==> config.mk <==
export PLATFORM = sky130hd
export DESIGN_NAME = operand_fetch
export DESIGN_NICKNAME = d
export VERILOG_FILES = /design/src/rtl/operand_fetch.sv
export SDC_FILE = /design/constraint.sdc
export NUM_CORES = 1
export LEC_CHECK = 0
export ABC_AREA = 1
export BUFFER_PORTS_ARGS = -buffer_cell sky130_fd_sc_hd__buf_2
export CAP_MARGIN = 30
export CORE_MARGIN = 2
export CORE_UTILIZATION = 45
export CTS_CLUSTER_SIZE = 30
export DETAILED_ROUTE_END_ITERATION = 8
export HOLD_SLACK_MARGIN = 0.03
export PLACE_DENSITY = 0.71
export SYNTH_ARGS = -nofsm -noshare
export SYNTH_HDL_FRONTEND = slang
export SYNTH_SLANG_ARGS = --single-unit
==> constraint.sdc <==
create_clock -name clk -period 3 [get_ports clk]
set_input_delay 0.3 -clock clk [delete_from_list [all_inputs] [get_ports clk]]
set_output_delay 0.3 -clock clk [all_outputs]
set_load 0.05 [all_outputs]
==> src/rtl/operand_fetch.sv <==
// Operand fetch: drives the 16x32 regfile ports, scoreboards pending writes and resolves operands.
// Optional OPFETCH_STALL_CNT_EN adds a saturating stall_cnt output.
module operand_fetch #(
    parameter int unsigned DW        = 32,
    parameter int unsigned PC_OFFSET = 8
) (
    input  logic          clk,
    input  logic          reset,
    input  logic          req_valid,
    output logic          req_ready,
    input  logic [3:0]    req_rn,
    input  logic [3:0]    req_rm,
    input  logic [3:0]    req_rd,
    input  logic          req_has_rd,
    input  logic [DW-1:0] req_pc,
    input  logic          wb_en,
    input  logic [3:0]    wb_reg,
    input  logic [DW-1:0] wb_data,
    output logic [3:0]    rf_read_reg0,
    output logic [3:0]    rf_read_reg1,
    input  logic [DW-1:0] rf_read_data0,
    input  logic [DW-1:0] rf_read_data1,
    output logic          rf_write_en,
    output logic [3:0]    rf_write_reg,
    output logic [DW-1:0] rf_write_data,
    output logic          op_valid,
    input  logic          op_ready,
    output logic [DW-1:0] op_a,
    output logic [DW-1:0] op_b,
    output logic [3:0]    op_rd,
    output logic          op_has_rd
`ifdef OPFETCH_STALL_CNT_EN
    ,
    output logic [31:0]   stall_cnt
`endif
);

    typedef enum logic [1:0] {StIdle, StRead, StHold} state_t;

    state_t        r_state;
    logic [15:0]   r_sb;
    logic [3:0]    r_rn;
    logic [3:0]    r_rm;
    logic [3:0]    r_rd;
    logic          r_has_rd;
    logic [DW-1:0] r_pc8;
    logic          r_fwd_a;
    logic          r_fwd_b;
    logic [DW-1:0] r_wb_data;

    logic [15:0]   w_clr;
    logic [15:0]   w_set;
    logic [15:0]   w_sb_eff;
    logic          w_hazard;
    logic          w_accept;
    logic [DW-1:0] w_a;
    logic [DW-1:0] w_b;

    assign rf_read_reg0  = req_rn;
    assign rf_read_reg1  = req_rm;
    assign rf_write_en   = wb_en;
    assign rf_write_reg  = wb_reg;
    assign rf_write_data = wb_data;

    // A bit cleared by this cycle's writeback no longer blocks issue.
    assign w_clr    = wb_en ? (16'h1 << wb_reg) : 16'h0;
    assign w_sb_eff = r_sb & ~w_clr;
    assign w_hazard = (w_sb_eff[req_rn] && (req_rn != 4'd15)) ||
                      (w_sb_eff[req_rm] && (req_rm != 4'd15)) ||
                      (req_has_rd && w_sb_eff[req_rd]);

    assign req_ready = reset && !w_hazard &&
                       ((r_state == StIdle) || ((r_state == StHold) && op_ready));
    assign w_accept  = req_valid && req_ready;
    assign w_set     = (w_accept && req_has_rd) ? (16'h1 << req_rd) : 16'h0;

    // Regfile returns the pre-write value, so a same-cycle writeback is forwarded.
    assign w_a = (r_rn == 4'd15) ? r_pc8 : (r_fwd_a ? r_wb_data : rf_read_data0);
    assign w_b = (r_rm == 4'd15) ? r_pc8 : (r_fwd_b ? r_wb_data : rf_read_data1);

    always_ff @(posedge clk or negedge reset) begin
        if (!reset) begin
            r_state   <= StIdle;
            r_sb      <= 16'h0;
            r_rn      <= 4'd0;
            r_rm      <= 4'd0;
            r_rd      <= 4'd0;
            r_has_rd  <= 1'b0;
            r_pc8     <= '0;
            r_fwd_a   <= 1'b0;
            r_fwd_b   <= 1'b0;
            r_wb_data <= '0;
            op_valid  <= 1'b0;
            op_a      <= '0;
            op_b      <= '0;
            op_rd     <= 4'd0;
            op_has_rd <= 1'b0;
        end else begin
            r_sb <= w_sb_eff | w_set;
            if (w_accept) begin
                r_rn      <= req_rn;
                r_rm      <= req_rm;
                r_rd      <= req_rd;
                r_has_rd  <= req_has_rd;
                r_pc8     <= req_pc + DW'(PC_OFFSET);
                r_fwd_a   <= wb_en && (wb_reg == req_rn);
                r_fwd_b   <= wb_en && (wb_reg == req_rm);
                r_wb_data <= wb_data;
            end
            case (r_state)
                StIdle: begin
                    if (w_accept) r_state <= StRead;
                end
                StRead: begin
                    r_state   <= StHold;
                    op_valid  <= 1'b1;
                    op_a      <= w_a;
                    op_b      <= w_b;
                    op_rd     <= r_rd;
                    op_has_rd <= r_has_rd;
                end
                StHold: begin
                    if (op_ready) begin
                        op_valid <= 1'b0;
                        r_state  <= w_accept ? StRead : StIdle;
                    end
                end
                default: r_state <= StIdle;
            endcase
        end
    end

`ifdef OPFETCH_STALL_CNT_EN
    logic [31:0] r_stall_cnt;

    always_ff @(posedge clk or negedge reset) begin
        if (!reset) begin
            r_stall_cnt <= 32'd0;
        end else if (req_valid && w_hazard && (r_stall_cnt != 32'hFFFF_FFFF)) begin
            r_stall_cnt <= r_stall_cnt + 32'd1;
        end
    end

    assign stall_cnt = r_stall_cnt;
`endif

endmodule

==> results.txt, run 1 <==
number of port buffers: 265
Post-DRT Antenna Nets: 0
clock buffer count from CTS: 17
Fin Setup TNS: 0 ns
Startpoint Class: primary input
worst reg2reg startpoint: r_sb[7]$_DFF_PN0_
Die Width: 146 um
Rel. slew slack: 0.402
syn nets: 1400
violation count after the first detailed-route iteration: 687
antenna violations before repair: 6
post-synthesis sequential area ratio: 0.459
worst path required time: 2.70 ns
Leakage Power: 5.83 nW
Post-synth EDFFs: 0
GR met3 Demand/Resource: 0.0491
most frequent cells in the layout: 493 x nand2_1, 264 x buf_2, 165 x dfrtp_1
Area Growth Syn to Fin: 20.5%
Avg Vias per Cell: 5.07
worst hold start: req_pc[1]
Layout Skew: 0.0114 ns
GP Congestion: 0.910
Tot Pwr: 8.99 mW
Worst-Margin Slew: 0.897 ns
Syn Std Cell Area: 9110 um2
status: finished, final reports clean
CTS max path bufs: 2
DP Worst Slack: 0.472 ns
Unique masters post-synth: 32
ys async rst share: 1.00
initial core utilization: 0.455
post-CTS setup buffer count: 0
drt wl/cell: 15.8 um
CORE AREA: 20000 um2
GRT busiest layer: met2
Synth Area in XOR/XNOR: 0.0259
Hold Path End: r_pc8[1]$_DFFE_PN0N_
post-synthesis simple-gate area fraction: 0.267
critical path capture point type: output pin
first-pass GRT wire length: 43.5 mm
Fin. Hold Viols: 0
mean post-synth cell area: 7.30 um2
placed cell area: 10400 um2
mux contribution to synthesized area: 0
final period utilization: 0.763
Hold Crit Depth: 3
later-pin clock latency in the skew report: 0.42 ns
Rows: 52
clk sinks: 167
setup slack, reg-to-reg: 0.93 ns
largest net degree at the start of global routing: 110
worst-case reg-to-reg path depth: 12
Primary FF master, synth: dfrtp_1
PwrDens: 819 nW/um2
synth warn: 0
largest family of logic cells by synthesized area: simple AND/OR/NAND/NOR gates
maxcap violations: 0
WS Path Type: in2out
compound-gate portion of the synthesized area: 0.144
layout cells sized above 1: 0.224
die area: 21400 um2
crit path DAT: 1.99 ns
synthesis-stage register bit count: 167
PnR worst setup slack: 0.711 ns
final instance area: 11000 um2
HP Class: in2reg
1st-pass router iterations: 5
Overflow after GRT: 0
Top Ports: 266
met1 Usage GRT: 0.363
CP Max Fanout: 24
Tot GR Track Use: 0.256
vias: 8783
final max-slew violation count: 0
CTS tree: yes
Max Clock Freq: 0.437 GHz
M2 GR Usage: 0.395
drt total wl: 27.3 mm
fraction of the mapped netlist area in adder cells: 0.00137
fillers: 2004
DP HPWL: 19.9 mm
VDD IR max: 570 uV
vias in the first global route: 8205
Clk Tree Root Cell: clkbuf_16
Final #Nets: 1591
CTS H-tree lvls: 4
Synth Instances: 1249
FF-to-FF End: r_wb_data[9]$_DFFE_PN0N_
RSZ-0062 raised after global routing: false
commonest non-fill, non-tap cell in the layout: nand2_1
Tmin final: 2.29 ns
Clock transition at path regs: 0.07 ns
die height: 146 um
# setup viols final: 0
DRC: 0
-- where the power goes --
part           switching, mW  total [mW]  internal (mW)
clock                  0.933        2.22           1.28
sequential             0.456        3.43           2.97
combinational           2.53        3.34          0.816
total                   3.92        8.99           5.07
-- synthesized netlist by cell type, types with 3 or more instances --
library cell  instances  area [um2]
xor2_1               18         158
buf_1                 5        18.8
o21ai_1              27         135
clkbuf_1             42         158
nor3_1                7        35.0
buf_6                 3        33.8
buf_2                10        50.1
dfrtp_1             167        4180
xnor2_1               9        78.8
buf_4                49         368
o21bai_1              8        60.1
a21oi_1              70         350
nand4_1              10        62.6
inv_2                 6        22.5
o21ai_0             140         701
nor2_1               34         128
inv_1                75         282
nand3_1              55         275
nand2_1             493        1850
-- timing repair --
item,CTS,global route
hold buffers,1,0
gates resized for setup,0,0
endpoints found under the hold margin,21,0
-- critical path: stages --
cell           delay [ns]
dlygate4sd3_1        0.54
buf_6                0.26
and3_1               0.24
nand3_2              0.10
nor2_4               0.14
nand2_1              0.08
inv_1                0.05
buf_2                0.25
-- registers in the layout, summed over array words and instances, names as in the netlist --
register	flops
r_fwd_a	1
op_b	32
op_a	32
r_rn	4
r_rd	4
r_sb	16
op_has_rd	1
r_state	2
r_pc8	32
r_fwd_b	1
r_wb_data	32
r_has_rd	1
op_valid	1
r_rm	4
op_rd	4
-- cells by family after synthesis --
logic type	count (synthesis)
and+or+nand+nor	609
AOI/OAI and AO/OA	253
buffers and inverters	192
DFF	167
xor gates and xnor gates	27
adders and majority gates	1
-- how the worst max path moves through the flow --
| stage | start | to | slack, ns | cells after the start |
|---|---|---|---|---|
| floorplan | req_pc[3] | r_pc8[29]$_DFFE_PN0N_ | 0.99 | 13 |
| global placement | req_pc[7] | r_pc8[30]$_DFFE_PN0N_ | 0.52 | 12 |
| detailed placement | req_pc[7] | r_pc8[30]$_DFFE_PN0N_ | 0.47 | 12 |
| CTS | reset | req_ready | 0.68 | 8 |
| global route | wb_reg[1] | req_ready | 0.50 | 12 |
| finish | reset | req_ready | 0.71 | 8 |
-- layer usage --
layer	wire length, um	vias up
met5	30	-
met4	516	4
met3	1680	39
met2	12300	310
met1	12700	4074
li1	-	4356
-- final cells by class --
class	instances	area, um2	area share
Sequential cell	167	4180	0.381
Multi-Input combinational cell	890	4000	0.365
Timing Repair Buffer	281	1530	0.139
Clock buffer	20	457	0.0416
Tap cell	270	338	0.0308
Inverter	83	314	0.0286
Clock inverter	12	140	0.0128
Antenna cell	8	20.0	0.00182
-- metrics by stage --
step	utilization	hold WS (ns)	std cells
after floorplan	-	0.00441	1249
after global placement	0.515	0.174	1689
after detailed placement	0.517	0.177	1690
after CTS	0.547	0.0542	1723
after global routing	0.547	0.0602	1727
final	0.548	0.0767	1731
Power figures use the tool's default switching activity.
==> run 2: changes to the inputs <==
==> constraint.sdc (replaced) <==
create_clock -name clk -period 2.15 [get_ports clk]
set_input_delay 0.215 -clock clk [delete_from_list [all_inputs] [get_ports clk]]
set_output_delay 0.215 -clock clk [all_outputs]
set_load 0.05 [all_outputs]
==> run 2 against run 1 <==
Compared with the run above: clock power is 30% higher; clock skew down 0.00079 ns; cell area grew 7.2%; clock-buffer cell count decreased by 2; routed wire length up 2.0%; via count increased by 3.7%; die area did not move; first-iteration DRC count grew 2.3%; hold slack got worse by 0.025 ns; global-route usage increased by 0.50 points; sequential power up 40%; critical path depth rose by 4; largest power group is now combinational logic.
==> results.txt, run 2 (same netlist as run 1, synthesis figures left out) <==
status: finished, final reports clean (unchanged)
CP Max Fanout: 4 (was 24)
Max stage delay on crit path: 0.36 ns (was 0.54 ns)
Avg Vias per Cell: 5.00 (was 5.07)
Layout Skew: 0.0106 ns (was 0.0114 ns)
crit-path cells: o21ai_1, buf_4, nor2_1, nor2_1, nand2_1, nand3_2, nand3_2, nor2_4, buf_6, nand2_2, inv_2, buf_8 (was dlygate4sd3_1, buf_6, and3_1, nand3_2, nor2_4, nand2_1, inv_1, buf_2)
layout cells sized above 1: 0.254 (was 0.224)
DP Worst Slack: -0.179 ns (was 0.472 ns)
most frequent cells in the layout: 492 x nand2_1, 263 x buf_2, 165 x dfrtp_1 (was 493 x nand2_1, 264 x buf_2, 165 x dfrtp_1)
Worst-Margin Slew: 0.791 ns (was 0.897 ns)
CP max stage cell: dfrtp_1 (was dlygate4sd3_1)
Leakage Power: 6.23 nW (was 5.83 nW)
HP Class: in2reg (unchanged)
Overflow after GRT: 0 (unchanged)
CTS tree: yes (unchanged)
crit path DAT: 1.86 ns (was 1.99 ns)
PnR worst setup slack: 0.0724 ns (was 0.711 ns)
WS Path Type: reg2out (was in2out)
RSZ-0062 raised after global routing: true (was false)
crit path buf inv count: 4 (unchanged)
Core Util, Final: 0.587 (was 0.548)
GP Congestion: 0.906 (was 0.910)
1st-pass router iterations: 7 (was 5)
clock buffer count from CTS: 17 (unchanged)
Area Growth Syn to Fin: 29.1% (was 20.5%)
Tot GR Track Use: 0.261 (was 0.256)
final instance area: 11800 um2 (was 11000 um2)
CORE AREA: 20000 um2 (unchanged)
hold_ws: 0.0513 ns (was 0.0767 ns)
Clk Tree Root Cell: clkbuf_16 (unchanged)
Rows: 52 (unchanged)
clock network fraction of design power: 0.231 (was 0.247)
placed cell area: 10800 um2 (was 10400 um2)
commonest non-fill, non-tap cell in the layout: nand2_1 (unchanged)
clk sinks: 167 (unchanged)
Clock transition at path regs: 0.07 ns (about the same)
maxcap violations: 0 (unchanged)
later-pin clock latency in the skew report: 0.43 ns (was 0.42 ns)
Pint: 6.95 mW (was 5.07 mW)
Crit path max-delay family: simple AND/OR/NAND/NOR gates (was buffers and inverters)
Post-DRT Antenna Nets: 0 (unchanged)
first-pass GRT wire length: 44.5 mm (was 43.5 mm)
Max Clock Freq: 0.481 GHz
Die Width: 146 um (unchanged)
final period utilization: 0.966
P_sw: 5.54 mW (was 3.92 mW)
Tmin final: 2.08 ns
switch share: 0.444 (was 0.436)
Fin Setup TNS: 0 ns (unchanged)
violation count after the first detailed-route iteration: 703 (was 687)
number of port buffers: 265 (unchanged)
register area: 4180 um2 (unchanged)
die area: 21400 um2 (unchanged)
vias: 9109 (was 8783)
drt wl/cell: 15.3 um (was 15.8 um)
die height: 146 um (unchanged)
Flop pwr share: 0.383 (was 0.382)
vias in the first global route: 8495 (was 8205)
CTS H-tree lvls: 4 (unchanged)
DRC: 0 (unchanged)
fillers: 1909 (was 2004)
Fin. Hold Viols: 0 (unchanged)
antenna violations before repair: 8 (was 6)
Comb pwr share: 0.386 (was 0.372)
critical path capture point type: output pin (unchanged)
area of the multi-input gates: 4030 um2 (was 4000 um2)
DP HPWL: 20.0 mm (was 19.9 mm)
Top Ports: 266 (unchanged)
final max-slew violation count: 0 (unchanged)
Rel. slew slack: 0.472 (was 0.402)
# setup viols final: 0 (unchanged)
drt total wl: 27.8 mm (was 27.3 mm)
worst path required time: 1.93 ns (was 2.70 ns)
largest net degree at the start of global routing: 105 (was 110)
Final #Nets: 1680 (was 1591)
initial core utilization: 0.455 (unchanged)
CTS max path bufs: 2 (unchanged)
PwrDens: 1060 nW/um2 (was 819 nW/um2)
VDD IR max: 831 uV (was 570 uV)
Startpoint Class: register (was primary input)
## run 2: cell count changes in the layout (fill, tap and decap cells not counted), sizes merged
cell	before	now
clkinv	5	6
clkinvlp	3	4
bufinv	2	0
diode	8	9
dlygate4sd3	1	33
clkbuf	20	18
buf	280	337
inv	85	87
## run 2: repair_timing
item	4_1_cts	5_1_grt
setup endpoints to repair	1	1
gates resized for setup	3	8
hold buffers	33	0
pin swaps	1	7
buffers inserted	0	2
hold endpoints to repair	136	0
## run 2: routing by layer
layer | vias up | wire length, um | GRT usage
met1 | 4214 | 12400 | 0.357
met2 | 315 | 12600 | 0.409
met4 | 0 | 744 | 0.0937
li1 | 4537 | - | -
met5 | - | 0 | 0
met3 | 43 | 2000 | 0.0584
## run 2: power by group through the flow
stage,Clock [mW],Sequential (mW),Combinational (mW)
final,2.89,4.79,4.82
after global routing,3.10,4.91,5.20
after CTS,2.95,4.78,4.82
after detailed placement,0,4.81,4.76
after global placement,0,4.81,4.69
after floorplan,0,6.57,1.58
## run 2: worst min-delay path, stage by stage
cell and delay [ns]:
buf_2 0.09, nand2_1 0.08, nand2_1 0.06
## run 2: worst paths after layout
kind                                              to                 start  slack, ns  cells past startpoint
setup / recovery                           req_ready     r_sb[7]$_DFF_PN0_       0.07                     12
hold / removal             r_wb_data[16]$_DFFE_PN0N_           wb_data[16]       0.05                      3
setup reg to reg                   r_sb[7]$_DFF_PN0_     r_sb[7]$_DFF_PN0_       0.15                     13
hold reg to reg                 op_b[23]$_DFFE_PN0P_  op_b[23]$_DFFE_PN0P_       0.47                      2
max in group asynchronous  r_wb_data[25]$_DFFE_PN0N_                 reset       1.03                      3
min in group asynchronous      r_pc8[18]$_DFFE_PN0N_                 reset       0.48                      3
## run 2: per-stage QoR
| stage | total power [mW] | cells |
|---|---|---|
| final | 12.5 | 1821 |
| after global placement | 9.49 | 1745 |
| after detailed placement | 9.56 | 1745 |
| after floorplan | 8.16 | 1249 |
| after global routing | 13.2 | 1819 |
| after CTS | 12.5 | 1810 |
## run 2: area by class of cell
class | instances | area share
inverter | 83 | 0.0267
clock inverter | 14 | 0.00978
multi-input combinational | 890 | 0.342
timing repair buffer | 370 | 0.198
clock buffer | 18 | 0.0373
sequential | 167 | 0.355
tap | 270 | 0.0287
antenna | 9 | 0.00191
